`config.mk`:
```
export PLATFORM = sky130hd
export DESIGN_NAME = buffered_transmit
export DESIGN_NICKNAME = d
export VERILOG_FILES = /design/src/rtl/buffered_transmit_pkg.sv /design/src/rtl/buffered_transmit_sync_fifo.sv /design/src/rtl/buffered_transmit.sv
export SDC_FILE = /design/constraint.sdc
export NUM_CORES = 1
export LEC_CHECK = 0
export CAP_MARGIN = 5
export CORE_MARGIN = 3
export CORE_UTILIZATION = 50
export DETAILED_ROUTE_END_ITERATION = 10
export GPL_TIMING_DRIVEN = 0
export PLACE_DENSITY = 0.74
export REMOVE_ABC_BUFFERS = 1
export SYNTH_ARGS = -nofsm -noshare
export SYNTH_HDL_FRONTEND = slang
export SYNTH_SLANG_ARGS = --single-unit
export TNS_END_PERCENT = 5
```
`constraint.sdc`:
```
create_clock -name clk -period 3.2 [get_ports clk]
set_clock_uncertainty 0.1 [all_clocks]
set_input_delay 0.64 -clock clk [delete_from_list [all_inputs] [get_ports clk]]
set_output_delay 0.64 -clock clk [all_outputs]
set_load 0.01 [all_outputs]
```
`src/rtl/buffered_transmit_pkg.sv`:
```
// Shared UART definitions: transmitter state encoding, frame constants and the
// bit-period calculation, shared with the receive block.
package buffered_transmit_pkg;

  typedef enum logic [1:0] {
    ST_IDLE  = 2'd0,
    ST_START = 2'd1,
    ST_DATA  = 2'd2,
    ST_STOP  = 2'd3
  } tx_state_e;

  localparam int unsigned DATA_BITS = 8;
  localparam int unsigned STOP_BITS = 1;

  // Clock cycles per line bit; integer truncation of FREQ/BAUD.
  function automatic int unsigned calc_div(input int unsigned freq, input int unsigned baud);
    return freq / baud;
  endfunction

endpackage

```
`src/rtl/buffered_transmit_sync_fifo.sv`:
```
// Single-clock FIFO with occupancy count; full/empty are derived from the count
// so the pointers can wrap freely.
module sync_fifo #(
  parameter int WIDTH = 8,
  parameter int DEPTH = 16,
  localparam int AW = $clog2(DEPTH)
) (
  input  logic             clk,
  input  logic             rst,
  input  logic             push,
  input  logic             pop,
  input  logic [WIDTH-1:0] din,
  output logic [WIDTH-1:0] dout,
  output logic             full,
  output logic             empty,
  output logic [AW:0]      cnt
);

  logic [WIDTH-1:0] mem_q [DEPTH];
  logic [AW-1:0]    wr_q, wr_d;
  logic [AW-1:0]    rd_q, rd_d;
  logic [AW:0]      cnt_q, cnt_d;
  logic             push_ok;
  logic             pop_ok;

  assign full    = (cnt_q == (AW+1)'(DEPTH));
  assign empty   = (cnt_q == '0);
  assign push_ok = push && !full;
  assign pop_ok  = pop && !empty;
  assign dout    = mem_q[rd_q];
  assign cnt     = cnt_q;

  always_comb begin
    wr_d  = wr_q;
    rd_d  = rd_q;
    cnt_d = cnt_q;
    if (push_ok) wr_d = wr_q + AW'(1);
    if (pop_ok)  rd_d = rd_q + AW'(1);
    case ({push_ok, pop_ok})
      2'b10:   cnt_d = cnt_q + (AW+1)'(1);
      2'b01:   cnt_d = cnt_q - (AW+1)'(1);
      default: cnt_d = cnt_q;
    endcase
  end

  always_ff @(posedge clk) begin
    if (!rst) begin
      wr_q  <= '0;
      rd_q  <= '0;
      cnt_q <= '0;
    end else begin
      wr_q  <= wr_d;
      rd_q  <= rd_d;
      cnt_q <= cnt_d;
    end
  end

  // Storage needs no reset; only the pointers define what is valid.
  always_ff @(posedge clk) begin
    if (push_ok) mem_q[wr_q] <= din;
  end

endmodule

```
`src/rtl/buffered_transmit.sv`:
```
// UART 8N1 transmitter fed from a byte FIFO; frames are sent back-to-back
// while the FIFO holds data.
module buffered_transmit
  import buffered_transmit_pkg::*;
#(
  parameter int BAUD  = 9600,
  parameter int FREQ  = 12000000,
  parameter int DEPTH = 16,
  localparam int CW = $clog2(DEPTH) + 1
) (
  input  logic          clk,
  input  logic          rst,
  input  logic          stb,
  input  logic [7:0]    dat,
  output logic          rdy,
  output logic          txd,
  output logic          busy,
  output logic [CW-1:0] cnt,
  output tx_state_e     dbg_state
);

  localparam int DIV  = int'(calc_div(FREQ, BAUD));
  localparam int BW   = $clog2(DIV);
  localparam int BITW = $clog2(DATA_BITS);

  // Handshake: a byte transfers on every clk edge where stb && rdy; rdy is a
  // registered copy of "FIFO not full after this edge", low during reset.
  tx_state_e       state_q, state_d;
  logic [BW-1:0]   baud_q, baud_d;
  logic [BITW-1:0] bit_q, bit_d;
  logic [7:0]      sr_q, sr_d;
  logic            txd_q, txd_d;
  logic            rdy_q, rdy_d;
  logic            push, pop;
  logic            baud_end;
  logic [7:0]      fifo_dout;
  logic            fifo_full, fifo_empty;
  logic [CW-1:0]   fifo_cnt, cnt_after;

  sync_fifo #(.WIDTH(8), .DEPTH(DEPTH)) u_fifo (
    .clk   (clk),
    .rst   (rst),
    .push  (push),
    .pop   (pop),
    .din   (dat),
    .dout  (fifo_dout),
    .full  (fifo_full),
    .empty (fifo_empty),
    .cnt   (fifo_cnt)
  );

  assign push      = stb && rdy_q && !fifo_full;
  assign cnt_after = fifo_cnt + CW'(push) - CW'(pop);
  assign rdy_d     = (cnt_after != CW'(DEPTH));
  assign baud_end  = (baud_q == BW'(DIV - 1));

  always_ff @(posedge clk) begin
    if (!rst) begin
      state_q <= ST_IDLE;
      baud_q  <= '0;
      bit_q   <= '0;
      sr_q    <= '0;
      txd_q   <= 1'b1;
      rdy_q   <= 1'b0;
    end else begin
      state_q <= state_d;
      baud_q  <= baud_d;
      bit_q   <= bit_d;
      sr_q    <= sr_d;
      txd_q   <= txd_d;
      rdy_q   <= rdy_d;
    end
  end

  always_comb begin
    state_d = state_q;
    baud_d  = baud_q;
    bit_d   = bit_q;
    sr_d    = sr_q;
    txd_d   = txd_q;
    pop     = 1'b0;
    case (state_q)
      ST_IDLE: begin
        txd_d = 1'b1;
        if (!fifo_empty) begin
          pop     = 1'b1;
          sr_d    = fifo_dout;
          txd_d   = 1'b0;
          baud_d  = '0;
          state_d = ST_START;
        end
      end
      ST_START: begin
        if (baud_end) begin
          baud_d  = '0;
          bit_d   = '0;
          txd_d   = sr_q[0];
          state_d = ST_DATA;
        end else begin
          baud_d = baud_q + BW'(1);
        end
      end
      ST_DATA: begin
        if (baud_end) begin
          baud_d = '0;
          if (bit_q == BITW'(DATA_BITS - 1)) begin
            bit_d   = '0;
            txd_d   = 1'b1;
            state_d = ST_STOP;
          end else begin
            bit_d = bit_q + BITW'(1);
            sr_d  = sr_q >> 1;
            txd_d = sr_q[1];
          end
        end else begin
          baud_d = baud_q + BW'(1);
        end
      end
      ST_STOP: begin
        if (baud_end) begin
          baud_d = '0;
          if (bit_q != BITW'(STOP_BITS - 1)) begin
            bit_d = bit_q + BITW'(1);
          end else if (!fifo_empty) begin
            // Chain straight into the next start bit so frames stay contiguous.
            pop     = 1'b1;
            sr_d    = fifo_dout;
            txd_d   = 1'b0;
            state_d = ST_START;
          end else begin
            state_d = ST_IDLE;
          end
        end else begin
          baud_d = baud_q + BW'(1);
        end
      end
      default: state_d = ST_IDLE;
    endcase
  end

  always_comb begin
    busy      = (state_q != ST_IDLE) || (fifo_cnt != '0);
    txd       = txd_q;
    rdy       = rdy_q;
    cnt       = fifo_cnt;
    dbg_state = state_q;
  end

endmodule

```
==> qor.txt <==
Source of the worst register-to-register timing path: baud_q[1]
Final hold slack: 0.359 ns
GR Util met3: 4.85%
Via count of the first global-routing pass: 4306
Total number of H-tree levels: 4
Post-Syn Area: 7320 um2
Floorplan Core Area: 14100 um2
Data required time of the critical path: 3.45 ns
Overall track demand over capacity in global routing: 18.3%
Pins over their slew limit: 0
Delay contributed by the slowest stage of the critical path: 0.42 ns
Clock-pin transition on the worst setup and hold timing paths: 0.07 ns
Number of antenna violations at the first check in global routing: 0
Slew of the pin with the lowest slew margin: 0.955 ns
Vertical die dimension: 127 um
End of the worst hold path: sr_q[5]
Endpoint of the most critical register-to-register path: u_fifo.cnt[4]
Area used by multi-input combinational logic: 2540 um2
Maximum achievable frequency: 321 MHz
Worst slew margin relative to its limit: 36.1%
Buffer and inverter count on the worst path: 2
Area occupied by registers: 4720 um2
Largest fanout on the critical path: 6
Worst hold-check path type: register to register
Most common cell in the synthesized netlist: edfxtp_1
Global-route wire length before repair: 22700 um
Hold buffers post-CTS: 0
Number of port buffers: 20
Number of placement rows: 43
Unique masters post-synth: 42
Die X: 127 um
HPWL after detailed placement: 9290 um
Portion of the post-synthesis area used by sequential elements: 64.2%
Leakage power: 2.76 nW
Grt total ovfl: 0
Number of antenna diodes: 0
Gate family responsible for the most delay along the worst path: simple AND/OR/NAND/NOR gates
GR met1 Demand/Resource: 23.6%
Worst Min Path Start: sr_q[5]
Via density per instance: 5.98
Cell area reported after detailed placement: 7700 um2
Violation count after the first detailed-routing iteration: 315
Power Total: 7.00 mW
Number of enable flip-flop cells after synthesis: 128
Worst hold path stage count: 1
Num ports: 21
Final design instance area without fill: 8410 um2
R2r setup slk: 0.08 ns
Depth of the worst register-to-register path: 14
Ys Warns: 0
Total stage count of the critical path: 14
Inserted Clock Buffers: 17
Synth area leader: edfxtp_1
Summed negative setup slack over all endpoints: 0 ns
Antenna Violating Nets Remaining: 0
Total via count after detailed routing: 4324
Final Hold Vio Count: 0
Final setup violating endpoints: 0
Global routing's busiest layer: met2
Crit path cell chain: inv_1 > ha_1 > and4bb_2 > and3_4 > a31oi_4 > nor2_4 > ha_4 > inv_1 > fa_2 > nor2b_2 > o21ai_1 > and3_1 > or4_4 > a21oi_2
Fraction of met2 tracks used by global routing: 30.3%
TritonCTS clock tree: yes
Outcome: completed
Worst setup slack after placement: -0.656 ns
Worst voltage drop across the vdd grid: 0.503 mV
Mapped Avg Cell Area: 14.5 um2
Most common library cells after synthesis: 128 x edfxtp_1, 43 x dfxtp_1, 41 x nor2_1
Area growth from synthesis to layout: 14.9%
Clk sinks: 171
Power density over the cells: 832 nW/um2
Minimum clock period after layout: 3.12 ns
DRC errors left: 0
PnR worst setup slack: 0.0842 ns
Root buffer cell: clkbuf_16
Critical-path cell with the highest stage delay: or4_4
Kind of capture point of the worst setup path: register
CP Class: register to register
Routed Wire Length: 14400 um
Wirelength per Cell: 20.0 um
Routability Congestion: 0.784
Cells after Synth: 506
Share of the clock period used by the worst path: 97.4%
Share of final-layout standard cells stronger than drive strength 1: 15.7%
Ranking of synthesized cells by area: edfxtp_1 52%, dfxtp_1 12%, mux4_2 6.5%
Final-stage net count: 569
Clock latency reported for the late side of the worst-skew pair: 0.43 ns
Post-synthesis register bit count: 171
Most used DFF post-synth: edfxtp_1
Data arrival time of the critical path: 3.37 ns
Nature of the critical path startpoint: register
Critical Path Most Common Cell: inv_1
CTS Buffer Depth: 2
Length of the first detailed-routing pass in iterations: 5
MaxCap Viol Count: 0
Die outline area: 16100 um2
Top cell type's share of synthesized area: 52.5%
Share of flip-flops with an asynchronous set or reset: 0%
Maximum number of pins on one net before global-route repair: 35
Number of inserted filler cells in the final layout: 1036
Initial core utilization: 52.0%
flip-flops by register name (all words and copies together) (netlist names), named ones only:
name          flops
bit_q             3
baud_q           11
dbg_state         2
u_fifo.mem_q    128
sr_q              8
u_fifo.wr_q       4
txd               1
rdy               1
u_fifo.cnt        5
u_fifo.rd_q       4
cell usage in the layout, fill, tap and decap left out, drive strengths merged, types with 3 or more instances in the layout:
cell           netlist  layout
o21ai                9       9
nand4                3       3
ha                  26      26
a221oi               7       7
clkbuf              17      17
clkinv               0       4
dfxtp               43      43
clkdlybuf4s50        0      20
xnor2               11      11
or4                  3       3
a31oi                5       5
nor2b                5       5
buf                  6       8
clkinvlp             0       3
a21oi               16      16
nor2                41      41
a211oi              14      14
mux4                21      21
nand3                6       6
inv                 19      27
nand2b              12      12
and3                 6       6
mux2i               35      35
a32o                 6       6
o22ai                8       8
nand2               21      21
edfxtp             128     128
xor2                 8       8
nor3                 7       7
o31ai                3       3
power breakdown:
| part | internal (mW) | total, mW | switching [mW] |
|---|---|---|---|
| Clock | 1.04 | 1.98 | 0.945 |
| Sequential | 2.55 | 2.76 | 0.210 |
| Combinational | 1.09 | 2.26 | 1.17 |
| Total | 4.68 | 7.00 | 2.32 |
worst register-to-register path, delay by kind of cell (launching register included):
kind / cells / cell delay [ns]
fa+ha+maj: 3 / 0.65
flops: 1 / 0.34
simple gates: 6 / 1.47
buf+inv: 2 / 0.12
compound gates: 3 / 0.37
cell type report:
| type | count | area share [%] |
|---|---|---|
| clock buffer | 17 | 5.06 |
| clock inverter | 15 | 1.80 |
| inverter | 19 | 0.848 |
| multi-input combinational | 293 | 30.2 |
| sequential | 171 | 56.1 |
| tap | 180 | 2.68 |
| timing repair buffer | 28 | 3.33 |
through the flow:
stage	cells	util, %
after global routing	723	59.7
after global placement	683	54.3
after CTS	719	59.3
after floorplan	483	-
after detailed placement	686	54.7
final	723	59.7
worst max-delay path by stage:
| stage | start | end | slack [ns] |
|---|---|---|---|
| 2_1_floorplan | u_fifo.cnt[2] | u_fifo.cnt[4] | -0.10 |
| 3_3_place_gp | stb | u_fifo.mem_q[3][4] | -0.70 |
| 3_5_place_dp | stb | u_fifo.cnt[4] | -0.66 |
| 4_1_cts | baud_q[1] | u_fifo.cnt[4] | 0.03 |
| 5_1_grt | baud_q[1] | u_fifo.cnt[4] | -0.02 |
| 6_report | baud_q[1] | u_fifo.cnt[4] | 0.08 |
cell families after synthesis:
group / synth area share (%)
AOI/OAI and AO/OA: 7.09
xor gates and xnor gates: 2.27
adders and majority gates: 4.99
buffers and inverters: 2.36
DFF: 64.2
muxes: 11.4
and+or+nand+nor: 7.67
routing by layer:
metal / part of all wire (%) / wire [um]
met1: 42 / 6090
met2: 50 / 7270
met3: 5.9 / 850
met4: 1.6 / 227
met5: 0 / 0
timing repair:
action                     CTS  global route
pin swaps                    1             3
setup endpoints to repair    4             3
setup buffers                1             4
resized for setup           15             9
Power figures use the tool's default switching activity.
